[config.mk]
export PLATFORM = sky130hd
export DESIGN_NAME = nibble_serial_adder_flat
export DESIGN_NICKNAME = d
export VERILOG_FILES = /design/src/rtl/nibble_serial_adder_if.sv /design/src/rtl/nibble_serial_adder.sv /design/src/flat_wrapper.sv
export SDC_FILE = /design/constraint.sdc
export NUM_CORES = 1
export LEC_CHECK = 0
export BUFFER_PORTS_ARGS = -buffer_cell sky130_fd_sc_hd__clkbuf_2
export CORE_MARGIN = 4
export CORE_UTILIZATION = 51
export CTS_BUF_LIST = sky130_fd_sc_hd__clkbuf_8
export CTS_CLUSTER_SIZE = 28
export DETAILED_ROUTE_END_ITERATION = 10
export PLACE_DENSITY = 0.72
export REMOVE_ABC_BUFFERS = 1
export SLEW_MARGIN = 40
export SYNTH_ARGS = -nofsm -noshare
export SYNTH_HDL_FRONTEND = slang
export SYNTH_SLANG_ARGS = --single-unit
export TNS_END_PERCENT = 20
[constraint.sdc]
create_clock -name clk -period 3.7 [get_ports clk]
set_clock_uncertainty 0.2 [all_clocks]
set_input_delay 0.37 -clock clk [delete_from_list [all_inputs] [get_ports clk]]
set_output_delay 0.37 -clock clk [all_outputs]
set_load 0.02 [all_outputs]
[src/rtl/nibble_serial_adder_if.sv]
// nibble_serial_adder_if: operand/result handshake bundle for the nibble-serial adder
interface nibble_serial_adder_if #(
    parameter int WIDTH = 16
) ();
    logic             in_valid;
    logic             in_ready;
    logic [WIDTH-1:0] a;
    logic [WIDTH-1:0] b;
    logic             cin;
    logic             out_valid;
    logic             out_ready;
    logic [WIDTH-1:0] sum;
    logic             cout;
    logic             overflow;

    modport master (
        output in_valid, a, b, cin, out_ready,
        input  in_ready, out_valid, sum, cout, overflow
    );

    modport slave (
        input  in_valid, a, b, cin, out_ready,
        output in_ready, out_valid, sum, cout, overflow
    );
endinterface

[src/rtl/nibble_serial_adder.sv]
// nibble_serial_adder: WIDTH-bit add done one nibble per clock through a single 4-bit CLA slice
module carry_look_ahead_adder (
    input  logic [3:0] A,
    input  logic [3:0] B,
    input  logic       Cin,
    output logic [3:0] Sum,
    output logic       Cout
);
    logic [3:0] g;
    logic [3:0] p;
    logic [4:0] c;

    assign g    = A & B;
    assign p    = A ^ B;
    assign c[0] = Cin;
    assign c[1] = g[0] | (p[0] & c[0]);
    assign c[2] = g[1] | (p[1] & g[0]) | (p[1] & p[0] & c[0]);
    assign c[3] = g[2] | (p[2] & g[1]) | (p[2] & p[1] & g[0]) | (p[2] & p[1] & p[0] & c[0]);
    assign c[4] = g[3] | (p[3] & g[2]) | (p[3] & p[2] & g[1]) | (p[3] & p[2] & p[1] & g[0])
                | (p[3] & p[2] & p[1] & p[0] & c[0]);
    assign Sum  = p ^ c[3:0];
    assign Cout = c[4];
endmodule

module nibble_serial_adder #(
    parameter int WIDTH = 16
) (
    input logic                  clk,
    input logic                  rst_n,
    nibble_serial_adder_if.slave bus
);
    localparam int N  = WIDTH / 4;
    localparam int CW = $clog2(N);

    typedef enum logic [1:0] {IDLE, ADD, DONE} state_t;

    state_t           state;
    logic [WIDTH-1:0] opa;
    logic [WIDTH-1:0] opb;
    logic [WIDTH-1:0] res;
    logic             carry;
    logic [CW-1:0]    cnt;
    logic             msb_a;
    logic             msb_b;
    logic             in_ready_r;
    logic             out_valid_r;
    logic [3:0]       nib_sum;
    logic             nib_cout;

    carry_look_ahead_adder slice (
        .A    (opa[3:0]),
        .B    (opb[3:0]),
        .Cin  (carry),
        .Sum  (nib_sum),
        .Cout (nib_cout)
    );

    // Sequencer: accept operands, walk the nibbles LSB first through the slice, hold the result until taken
    always_ff @(posedge clk) begin
        if (!rst_n) begin
            state       <= IDLE;
            opa         <= '0;
            opb         <= '0;
            res         <= '0;
            carry       <= 1'b0;
            cnt         <= '0;
            msb_a       <= 1'b0;
            msb_b       <= 1'b0;
            in_ready_r  <= 1'b0;
            out_valid_r <= 1'b0;
        end else begin
            case (state)
                IDLE: begin
                    in_ready_r <= 1'b1;
                    if (bus.in_valid && in_ready_r) begin
                        opa        <= bus.a;
                        opb        <= bus.b;
                        carry      <= bus.cin;
                        cnt        <= '0;
                        msb_a      <= bus.a[WIDTH-1];
                        msb_b      <= bus.b[WIDTH-1];
                        in_ready_r <= 1'b0;
                        state      <= ADD;
                    end
                end
                ADD: begin
                    res   <= {nib_sum, res[WIDTH-1:4]};
                    opa   <= opa >> 4;
                    opb   <= opb >> 4;
                    carry <= nib_cout;
                    cnt   <= (cnt == CW'(N - 1)) ? '0 : cnt + 1'b1;
                    if (cnt == CW'(N - 1)) begin
                        out_valid_r <= 1'b1;
                        state       <= DONE;
                    end
                end
                DONE: begin
                    if (bus.out_ready) begin
                        out_valid_r <= 1'b0;
                        in_ready_r  <= 1'b1;
                        state       <= IDLE;
                    end
                end
                default: state <= IDLE;
            endcase
        end
    end

    assign bus.in_ready  = in_ready_r;
    assign bus.out_valid = out_valid_r;
    assign bus.sum       = res;
    assign bus.cout      = carry;
    assign bus.overflow  = out_valid_r & (msb_a == msb_b) & (res[WIDTH-1] != msb_a);
endmodule

[src/flat_wrapper.sv]
// flat-port wrapper written by rule: the top's interface ports become plain ports
module nibble_serial_adder_flat 
#(
    parameter int WIDTH = 16
)
  (clk, rst_n, bus_in_valid, bus_a, bus_b, bus_cin, bus_out_ready, bus_in_ready, bus_out_valid, bus_sum, bus_cout, bus_overflow);
  nibble_serial_adder_if #(.WIDTH(WIDTH)) bus_i ();
  input logic clk;
  input logic rst_n;
  input wire logic [$bits(bus_i.in_valid)-1:0] bus_in_valid;
  input wire logic [$bits(bus_i.a)-1:0] bus_a;
  input wire logic [$bits(bus_i.b)-1:0] bus_b;
  input wire logic [$bits(bus_i.cin)-1:0] bus_cin;
  input wire logic [$bits(bus_i.out_ready)-1:0] bus_out_ready;
  output wire logic [$bits(bus_i.in_ready)-1:0] bus_in_ready;
  output wire logic [$bits(bus_i.out_valid)-1:0] bus_out_valid;
  output wire logic [$bits(bus_i.sum)-1:0] bus_sum;
  output wire logic [$bits(bus_i.cout)-1:0] bus_cout;
  output wire logic [$bits(bus_i.overflow)-1:0] bus_overflow;
  assign bus_i.in_valid = bus_in_valid;
  assign bus_i.a = bus_a;
  assign bus_i.b = bus_b;
  assign bus_i.cin = bus_cin;
  assign bus_i.out_ready = bus_out_ready;
  assign bus_in_ready = bus_i.in_ready;
  assign bus_out_valid = bus_i.out_valid;
  assign bus_sum = bus_i.sum;
  assign bus_cout = bus_i.cout;
  assign bus_overflow = bus_i.overflow;
  nibble_serial_adder #(.WIDTH(WIDTH)) u_core (.clk(clk), .rst_n(rst_n), .bus(bus_i));
endmodule
==> flow_summary.toml <==
[timing]
fmax_ghz = 0.474
setup_viol = 0
slew_headroom_pct = 50.0
tns_ns = 0
timing.hold.ws_ns = 0.0521
finalCritPeriodShare_pct = 57.1
hold_viol_final = 0
layout_min_cycle_time_ns = 2.11
grt_setup_unrepaired = "false"
finalMaxSlewViolations = 0
worst_pin_slew_ns = 0.748

[grt]
grt_use_total_pct = 19.3
first_global_vias = 2177
grt_max_degree = 60
overflow = 0
antenna_found_initial = 0
grt_first_pass_wirelength_mm = 9.86

[setup_path]
rr_endpoint = "u_core.opa[9]"
crit_type = "flop to flop"
reg2reg_setup_slack_ns = 1.59
critPathSlowestCell = "dfxtp_1"
r2r_cells = 3
cpPeakStageDelay_ns = 0.56
crit_fanout = 48
crit_start = "u_core.state[0]"
start_kind = "flop"
crit_cells = 3
cp_top_family = "flip-flops"
cp-end-kind = "flop"
worstPathCellList = "nand2b_4 -> mux2_4 -> o311a_1"
cp.required_ns = 3.71
rr_startpoint = "u_core.state[0]"
cp.arrival_ns = 2.12
path_buf_inv = 0

[synthesis]
yosysUniqueCellTypes = 38
synth_fa_ha_area_share_pct = 2.94
synth-simple-area-share_pct = 11.2
avgSynthCellArea_um2 = 9.81
synth_top_family_by_area = "compound AO/OA/AOI/OAI gates"
synth_seq_cells = 57
synth_area_um2 = 2810
synthXorXnorAreaFrac_pct = 0.312
synth_ff_type = "dfxtp_1"
muxShareOfSynthArea_pct = 12.8
ys_seq_area_share_pct = 40.7
synth-edff-count = 0
synthCells = 286
synth-compound-area-share_pct = 25.3
async_flop_share_pct = 0
ys.warnings.count = 0

[detailed_routing]
avgRoutedWirePerCell_um = 14.4
drtIter0Drc = 88
dr.pass1.iters = 4
ant_nets = 0
drc_errors = 0
via_per_inst = 5.55
num_vias = 2230
drt_wl_total_mm = 5.77

[clock_network]
cts.sinks = 57
clkTransAtPathRegs_ns = 0.06
clockRootBuffer = "clkbuf_8"
cts_tree = "yes"
cts_setup_buffers = 0
hold_buffers = 0
numCtsBuffers = 9
clk_latency_ns = 0.33
cts_buffer_depth = 2
cts_resized = 0
cts_max_level = 3

[final_layout]
area_growth_pct = 16.0
nets = 371
fillCellCount = 458
layout-drive-gt1-share_pct = 31.3
final_cell_mix = "clkbuf_2 (56), dfxtp_1 (56), nand2_1 (39), a21oi_1 (29)"
diodes = 0

[floorplan]
io_pins = 57
die_w_um = 82.2
fp-row-count = 26
dieArea_um2 = 6750
die_h_um = 82.2
coreArea_um2 = 5200
start_util_pct = 53.9

[power_and_ir_drop]
leakagePower_nw = 1.43
power.density_nw_per_um2 = 482
vdd_ir_drop_max_v = 0.000380

[run]
maxCapViolCount = 0

[hold_path]
hold_path_class = "input pin to flop"
holdPathStages = 3
hold_end = "u_core.opb[12]"
hold_start = "bus_b[12]"

[place]
port_buffers = 56
hpwl_mm = 3.62
gp_congestion = 0.722

[run_status]
status = "finished, final reports clean"
==> power breakdown <==
part / leakage, nW / total [mW] / switching, mW / internal, mW
logic: 0.855 / 0.264 / 0.129 / 0.136
clock network: 0.112 / 0.616 / 0.236 / 0.380
registers: 0.467 / 0.687 / 0.0281 / 0.659
total: 1.43 / 1.57 / 0.393 / 1.17
==> state kept, by name, summed over array words and instances (netlist names), 2 cells and up <==
| signal | count |
|---|---|
| u_core.bus.sum | 16 |
| u_core.cnt | 2 |
| u_core.opa | 16 |
| u_core.opb | 16 |
| u_core.state | 2 |
==> metal layers <==
| metal | share of wire [%] | up-vias | GRT usage (%) | routed length [µm] |
|---|---|---|---|---|
| met5 | 0 | - | 0 | 0 |
| met3 | 4.3 | 8 | 5.10 | 248 |
| met1 | 47 | 1039 | 24.2 | 2710 |
| met4 | 1.4 | 0 | 7.97 | 83 |
| met2 | 47 | 51 | 31.5 | 2730 |
| li1 | - | 1132 | - | - |
==> final cells by class <==
class / count / area, µm² / share of cell area, %
Multi-Input combinational cell: 195 / 1480 / 45.6
Sequential cell: 57 / 1140 / 35.1
Timing Repair Buffer: 59 / 303 / 9.31
Clock buffer: 13 / 179 / 5.50
Tap cell: 70 / 87.6 / 2.69
Clock inverter: 2 / 35.0 / 1.08
Inverter: 6 / 22.5 / 0.692
==> cells by family after synthesis <==
group	count (synthesis)
AO/OA/AOI/OAI	99
XOR/XNOR	1
adder cells (fa/ha/maj)	6
buffers and inverters	34
flip-flops	57
multiplexers	24
AND/OR/NAND/NOR	65
==> tightest hold or removal path, cell delays in order <==
cell and delay (ns):
clkbuf_2 0.08, nand2_1 0.04, a21oi_1 0.05
==> Yosys cell counts (2+ instances only) <==
cell      number  area (µm²)
a21oi_1       29         145
inv_1          6        22.5
dfxtp_1       57        1140
buf_12         2        40.0
clkbuf_1      11        41.3
nor2b_1        4        25.0
mux2_4        24         360
ha_1           5        62.6
buf_2         10        50.1
nand3_1        9        45.0
nor2_1         2        7.51
or3_1          2        12.5
nand2_1       39         146
nand4_1        2        12.5
a211oi_1       3        22.5
o311a_1       24         240
o21ai_0       12        60.1
buf_6          2        22.5
o21bai_1      22         165
buf_1          3        11.3
==> worst max path at each step <==
stage | endpoint
finish | u_core.opa[9]
global route | u_core.opa[9]
CTS | u_core.opa[9]
detailed placement | u_core.opa[2]
global placement | u_core.bus.cout
floorplan | u_core.opa[0]
==> per-stage QoR <==
stage               setup WS (ns)  util (%)  cells  total power [mW]  instance area (µm²)
global route                 1.47      62.5    402              1.64                 3250
detailed placement           1.62      58.4    387             0.964                 3040
floorplan                   0.903         -    258             0.888                 2640
CTS                          1.61      62.5    402              1.58                 3250
global placement             1.49      58.4    387             0.957                 3040
finish                       1.59      62.5    402              1.57                 3250
Note: power is estimated with default switching activity, not from simulation.
